$ cat src/rtl/i_axi_read_bridge.sv
// i_axi_read_bridge: turns the instruction cache's miss interface into single-beat
// AXI4 reads. At most one read is outstanding at a time. A beat whose address is no
// longer being requested by the cache is accepted from the bus and then dropped.
module i_axi_read_bridge #(
    parameter int          A_WIDTH = 32,
    parameter logic [3:0]  AXI_ID  = 4'h0
) (
    input  logic               clk,
    input  logic               rst,
    // cache miss side
    input  logic [A_WIDTH-1:0] m_a,
    input  logic               m_strobe,
    output logic [31:0]        m_dout,
    output logic               m_ready,
    output logic               bus_err,
    // AXI read address channel
    output logic [3:0]         arid,
    output logic [A_WIDTH-1:0] araddr,
    output logic [7:0]         arlen,
    output logic [2:0]         arsize,
    output logic [1:0]         arburst,
    output logic               arvalid,
    input  logic               arready,
    // AXI read data channel
    input  logic [3:0]         rid,
    input  logic [31:0]        rdata,
    input  logic [1:0]         rresp,
    input  logic               rlast,
    input  logic               rvalid,
    output logic               rready
);

    typedef enum logic [1:0] {
        ST_IDLE = 2'd0,
        ST_AR   = 2'd1,
        ST_R    = 2'd2,
        ST_DONE = 2'd3
    } st_t;

    st_t                st_q, st_d;
    logic [A_WIDTH-1:0] addr_q, addr_d;
    logic [31:0]        data_q, data_d;
    logic               bus_err_q, bus_err_d;

    // The response ID is not checked and rlast is implied by the single-beat burst.
    logic unused_s;
    assign unused_s = ^{rid, rlast};

    // Fixed AR attributes: one 32-bit incrementing beat with a constant ID.
    assign arid    = AXI_ID;
    assign arlen   = 8'd0;
    assign arsize  = 3'b010;
    assign arburst = 2'b01;

    // Handshake outputs are decoded from the state register only, so no input
    // reaches an output combinationally.
    assign arvalid = (st_q == ST_AR);
    assign rready  = (st_q == ST_R);
    assign m_ready = (st_q == ST_DONE);
    assign araddr  = addr_q;
    assign m_dout  = data_q;
    assign bus_err = bus_err_q;

    // Next-state logic: capture miss, hold AR until accepted, take the beat, and
    // deliver it only if the cache still wants that same address.
    always_comb begin
        st_d      = st_q;
        addr_d    = addr_q;
        data_d    = data_q;
        bus_err_d = 1'b0;
        case (st_q)
            ST_IDLE: begin
                if (m_strobe) begin
                    addr_d = m_a;
                    st_d   = ST_AR;
                end else begin
                    st_d = ST_IDLE;
                end
            end
            ST_AR: begin
                // AXI forbids withdrawing a presented request, so inputs are ignored here.
                if (arready) begin
                    st_d = ST_R;
                end else begin
                    st_d = ST_AR;
                end
            end
            ST_R: begin
                if (rvalid) begin
                    data_d    = rdata;
                    bus_err_d = (rresp != 2'b00);
                    if (m_strobe && (m_a == addr_q)) begin
                        st_d = ST_DONE;
                    end else begin
                        st_d = ST_IDLE;
                    end
                end else begin
                    st_d = ST_R;
                end
            end
            ST_DONE: begin
                st_d = ST_IDLE;
            end
            default: begin
                st_d = ST_IDLE;
            end
        endcase
    end

    // State and datapath registers; asynchronous reset clears everything visible.
    always_ff @(posedge clk or posedge rst) begin
        if (rst) begin
            st_q      <= ST_IDLE;
            addr_q    <= '0;
            data_q    <= 32'd0;
            bus_err_q <= 1'b0;
        end else begin
            st_q      <= st_d;
            addr_q    <= addr_d;
            data_q    <= data_d;
            bus_err_q <= bus_err_d;
        end
    end

endmodule

$ cat config.mk
export PLATFORM = sky130hd
export DESIGN_NAME = i_axi_read_bridge
export DESIGN_NICKNAME = d
export VERILOG_FILES = /design/src/rtl/i_axi_read_bridge.sv
export SDC_FILE = /design/constraint.sdc
export NUM_CORES = 1
export LEC_CHECK = 0
export ABC_AREA = 1
export BUFFER_PORTS_ARGS = -buffer_cell sky130_fd_sc_hd__buf_2
export CAP_MARGIN = 20
export CELL_PAD_IN_SITES_DETAIL_PLACEMENT = 0
export CELL_PAD_IN_SITES_GLOBAL_PLACEMENT = 1
export CORE_ASPECT_RATIO = 1.25
export CORE_UTILIZATION = 33
export CTS_CLUSTER_DIAMETER = 120
export DETAILED_ROUTE_END_ITERATION = 16
export PLACE_DENSITY_LB_ADDON = 0.1
export SYNTH_ARGS = -nofsm -noshare
export SYNTH_HDL_FRONTEND = slang
export SYNTH_SLANG_ARGS = --single-unit
export TNS_END_PERCENT = 100
$ cat constraint.sdc
create_clock -name clk -period 2.49 [get_ports clk]
set_input_delay 0.1245 -clock clk [delete_from_list [all_inputs] [get_ports clk]]
set_output_delay 0.1245 -clock clk [all_outputs]
set_load 0.05 [all_outputs]
---- Word-level counts from Yosys, hierarchy flattened ----
Index checks and enable logic that the tools add are counted.
operators by class
  mux-type cells .......................... 7
  reductions and logical operators ........ 5
  eq/ne operators ......................... 4
operators with widths
  cell                                                                    number
  32-bit equality test                                                    1
  2-bit case mux with 4 select lines                                      1
  2-bit two-way mux                                                       3
  2-bit equality test (second input constant)                             2
  2-bit AND reduction                                                     2
  1-bit two-way mux                                                       3
  2-bit by 1-bit equality test with 1-bit output (second input constant)  1
  2-bit logical NOT                                                       1
  2-bit nonzero test                                                      1
  1-bit logical AND                                                       1
storage, ports and cells
  flip-flop bits (word level) ............. 67
  output and inout bits ................... 85
  word-level logic and storage cells ...... 20
  input bits .............................. 76

---- Logic depth before layout (Yosys ltp) ----
  word-level depth ........................ 5
  mapped depth ............................ 12

---- Worst setup path after synthesis ----
Ideal clock, no wire load.
  path type ............................... register -> register
  from .................................... register addr_q[22], in the netlist araddr[22]
  to ...................................... register st_q[1]
  required time ........................... 2.422 ns
  setup slack ............................. 1.014 ns
  cell stages (with the launch flop) ...... 13
  arrival time ............................ 1.408 ns
  path through ............................ dfrtp_1 -> inv_1 -> nand2_1 -> nand2_1 -> nor2_1 -> nand2_1 -> nor2_1 -> nand2_1 -> nor2_1 -> nand2_1 -> nand2_1 -> nand2_1 -> nand2_1
between the ends
  longest elaborated chain between the ends .. 5
ends and longest elaborated chain
  item                                RTL line  source
  start: declaration                  41        logic [A_WIDTH-1:0] addr_q, addr_d;
  start signal: assignment            119       addr_q <= addr_d;
  32-bit equality test                92        if (m_strobe && (m_a == addr_q)) begin
  1-bit logical AND                   92
  2-bit two-way mux                   92
  2-bit two-way mux                   89        if (rvalid) begin
  2-bit case mux with 4 select lines  71        case (st_q)
  named net st_d[1]                   40        st_t st_q, st_d;
  end signal: assignment              118       st_q <= st_d;
  end: declaration                    40
The timed path passes the listed nets, and every way through them passes these cells.
A chain may end at the register's enable or synchronous reset.

---- Worst setup path in the final report ----
  from .................................... register st_q[0]
  to ...................................... register addr_q[0], in the netlist araddr[0]
between the ends
  longest elaborated chain between the ends .. 2
ends and longest elaborated chain
  item                                  RTL line
  2-bit logical NOT                     71
  2-bit AND reduction (no source line)  -
No other way between the ends.

==> results.sh <==
export IMPL_num_vias=2793
export IMPL_gp_congestion=0.646
export IMPL_area_growth_pct=32.3
export IMPL_max_stage_delay_ps=410
export IMPL_clock_skew_ps=3.36
export IMPL_crit_fanout=29
export IMPL_drtAntennaViolNets=0
export IMPL_hold_path_depth=2
export IMPL_drt_met1_wl_mm=3.25
export IMPL_vias_per_cell=4.18
export IMPL_cpLargestDelayFamily="buffers and inverters"
export IMPL_fp_dieW_um=93.0
export IMPL_pwr_density_cell_nw_per_um2=1620
export IMPL_fin_crit_sh_pct=64.2
export IMPL_max_clock_path_buffers=2
export IMPL_r2r_cells=5
export IMPL_clock_fmax_ghz=0.626
export IMPL_synth_yosys_seq_area_share_pct=49.0
export IMPL_slew_violations=0
export IMPL_nNetsFinal=610
export IMPL_first_pass_iters=4
export IMPL_totalWireLength_mm=7.43
export IMPL_drc_errors=0
export IMPL_rsz0062_at_grt="no"
export IMPL_grtUsageTotal_pct=14.9
export IMPL_hold_viol=0
export IMPL_place_area_sq_um=4170
export IMPL_synth_seq_cells=67
export IMPL_cp_end_kind="register"
export IMPL_io_buffers=138
export IMPL_synth_cell_area_sq_um=3420
export IMPL_cp_start_kind="register"
export IMPL_period_needed_ps=1600
export IMPL_worst_ep_required_time_ps=2690
export IMPL_numCtsBuffers=9
export IMPL_worst_path_max_delay_cell="dfrtp_1"
export IMPL_synth_cells=391
export IMPL_cp_depth=5
export IMPL_synth_top_area_share_pct=49.0
export IMPL_cts_hold_buf=2
export IMPL_critPathKind="reg2reg"
export IMPL_path_buf_inv=2
export IMPL_routed_top_layer="met4"
export IMPL_die_h_um=116
export IMPL_core_sq_um=10100
export IMPL_cts_root_buf="clkbuf_16"
export IMPL_crit_chain="inv_1 > nand3_2 > buf_4 > nand2_1 > o21ai_0"
export IMPL_status="finished, final reports clean"
export IMPL_grt_max_degree=68
export IMPL_wl_met3_um=619
export IMPL_setup_tns_ps=0
export IMPL_routed_wl_met2_mm=3.42
export IMPL_rows=41
export IMPL_drv_cap=0
export IMPL_die_area_sq_um=10800
export IMPL_cts_tree="done"
export IMPL_grt_pass1_wl_mm=12.1
export IMPL_ir_drop_mv=0.860
export IMPL_cts_resized=0
export IMPL_routedWlPerCell_um=11.1
export IMPL_hp_class="in2reg"
export IMPL_drive_above_1_share_pct=36.0
export IMPL_relSlewSlack_pct=60.7
export IMPL_antenna_found_initial=0
export IMPL_cts_clk_slew_worst_paths_ps=50
export IMPL_cts_sinks=67
export IMPL_worst_slew_pin_slew_ps=590
export IMPL_grt_pass1_vias=2656
export IMPL_synth_top_area_cell="dfrtp_1"
export IMPL_h_tree_depth=3
export IMPL_hpwl_mm=5.27
export IMPL_synth_distinct_cells=19
export IMPL_cp_arrival_ps=1800
export IMPL_p_leak_uw=0.00269
export IMPL_gr_total_overflow=0
export IMPL_insertion_delay_ps=330
export IMPL_drt_iter0_markers=119
export IMPL_ioPinCount=161
export IMPL_ys_top_cells_by_area="dfrtp_1, nand2_1, mux2_4, inv_1, o21ai_0"
export IMPL_postCtsSetupRepairBufs=0
export IMPL_start_util_pct=33.8
export IMPL_synth_avg_cell_area_sq_um=8.74
export IMPL_setup_viol=0
export IMPL_antennaDiodeCount=0
export IMPL_final_area_sq_um=4520
export IMPL_ys_warnings_count=0
registers in the layout, summed over array words and instances (netlist names):
| register | cells |
|---|---|
| araddr | 32 |
| bus_err | 1 |
| m_dout | 32 |
| st_q | 2 |
worst paths after layout:
| kind | startpoint | endpoint | slack [ps] |
|---|---|---|---|
| min in group asynchronous | rst | m_dout[22] | 420 |
| max | st_q[0] | araddr[0] | 890 |
| min | rdata[23] | m_dout[23] | 20 |
| max in group asynchronous | rst | araddr[27] | 1770 |
| max reg2reg | st_q[0] | araddr[0] | 890 |
| min reg2reg | m_dout[5] | m_dout[5] | 510 |
cell type report:
cell class              count  area, sq um
flip-flops and latches     67         1680
fillers                  1033         5580
clock inverters             4         72.6
clock buffers              12          256
well taps                 129          161
multi-input cells         248         1370
inverters                  65          244
repair buffers            143          746
synthesized netlist by cell type:
library cell	number
nand2_1	135
dfrtp_1	67
inv_1	64
o21ai_0	31
mux2_4	29
nor2_1	24
buf_4	17
mux2_2	4
buf_2	3
buf_6	3
clkbuf_1	3
xor2_1	3
conb_1	2
inv_2	1
nand2_4	1
nand3_1	1
nand3_2	1
nand4_1	1
nor2_4	1
stage by stage:
step                power [uW]  hold WS (ps)  util [%]  setup slack [ps]  instances
floorplan                 5130           241         -               682        406
global placement          5930           235      41.3               905        650
detailed placement        5970           244      41.3               856        650
CTS                       7420          4.69      44.8               824        668
global route              7790          4.96      44.8               645        668
finish                    7310          20.8      44.8               892        668
cell families after synthesis:
| family | Yosys count | synth area share, % |
|---|---|---|
| AO/OA/AOI/OAI | 31 | 4.54 |
| XOR/XNOR | 3 | 0.769 |
| buffers and inverters | 91 | 12.6 |
| flip-flops | 67 | 49.0 |
| multiplexers | 33 | 14.1 |
| other | 2 | 0.220 |
| AND/OR/NAND/NOR | 164 | 18.7 |
power breakdown:
part,switching [uW],leakage [uW],internal [uW]
Sequential,396,0.000817,1630
Clock,459,0.000159,929
Combinational,2800,0.00172,1100
Total,3650,0.00269,3660
layer usage:
| metal | up-vias | global-route usage (%) |
|---|---|---|
| li1 | 1435 | - |
| met1 | 1248 | 18.1 |
| met2 | 100 | 23.6 |
| met3 | 10 | 5.38 |
| met4 | 0 | 6.77 |
| met5 | - | 0 |
cells in the final DEF (no fill, tap or decap), types with 2 or more instances in the layout:
cell             n
mux2_4          29
o21ai_0         31
nand2_1        135
buf_2          138
mux2_2           4
clkbuf_16        9
xor2_1           3
bufinv_16        2
nor2_1          24
dlygate4sd3_1    2
dfrtp_1         67
clkbuf_8         2
inv_1           63
buf_4            2
conb_1          17
inv_2            2
No activity file was read; power rests on OpenSTA's default activity.
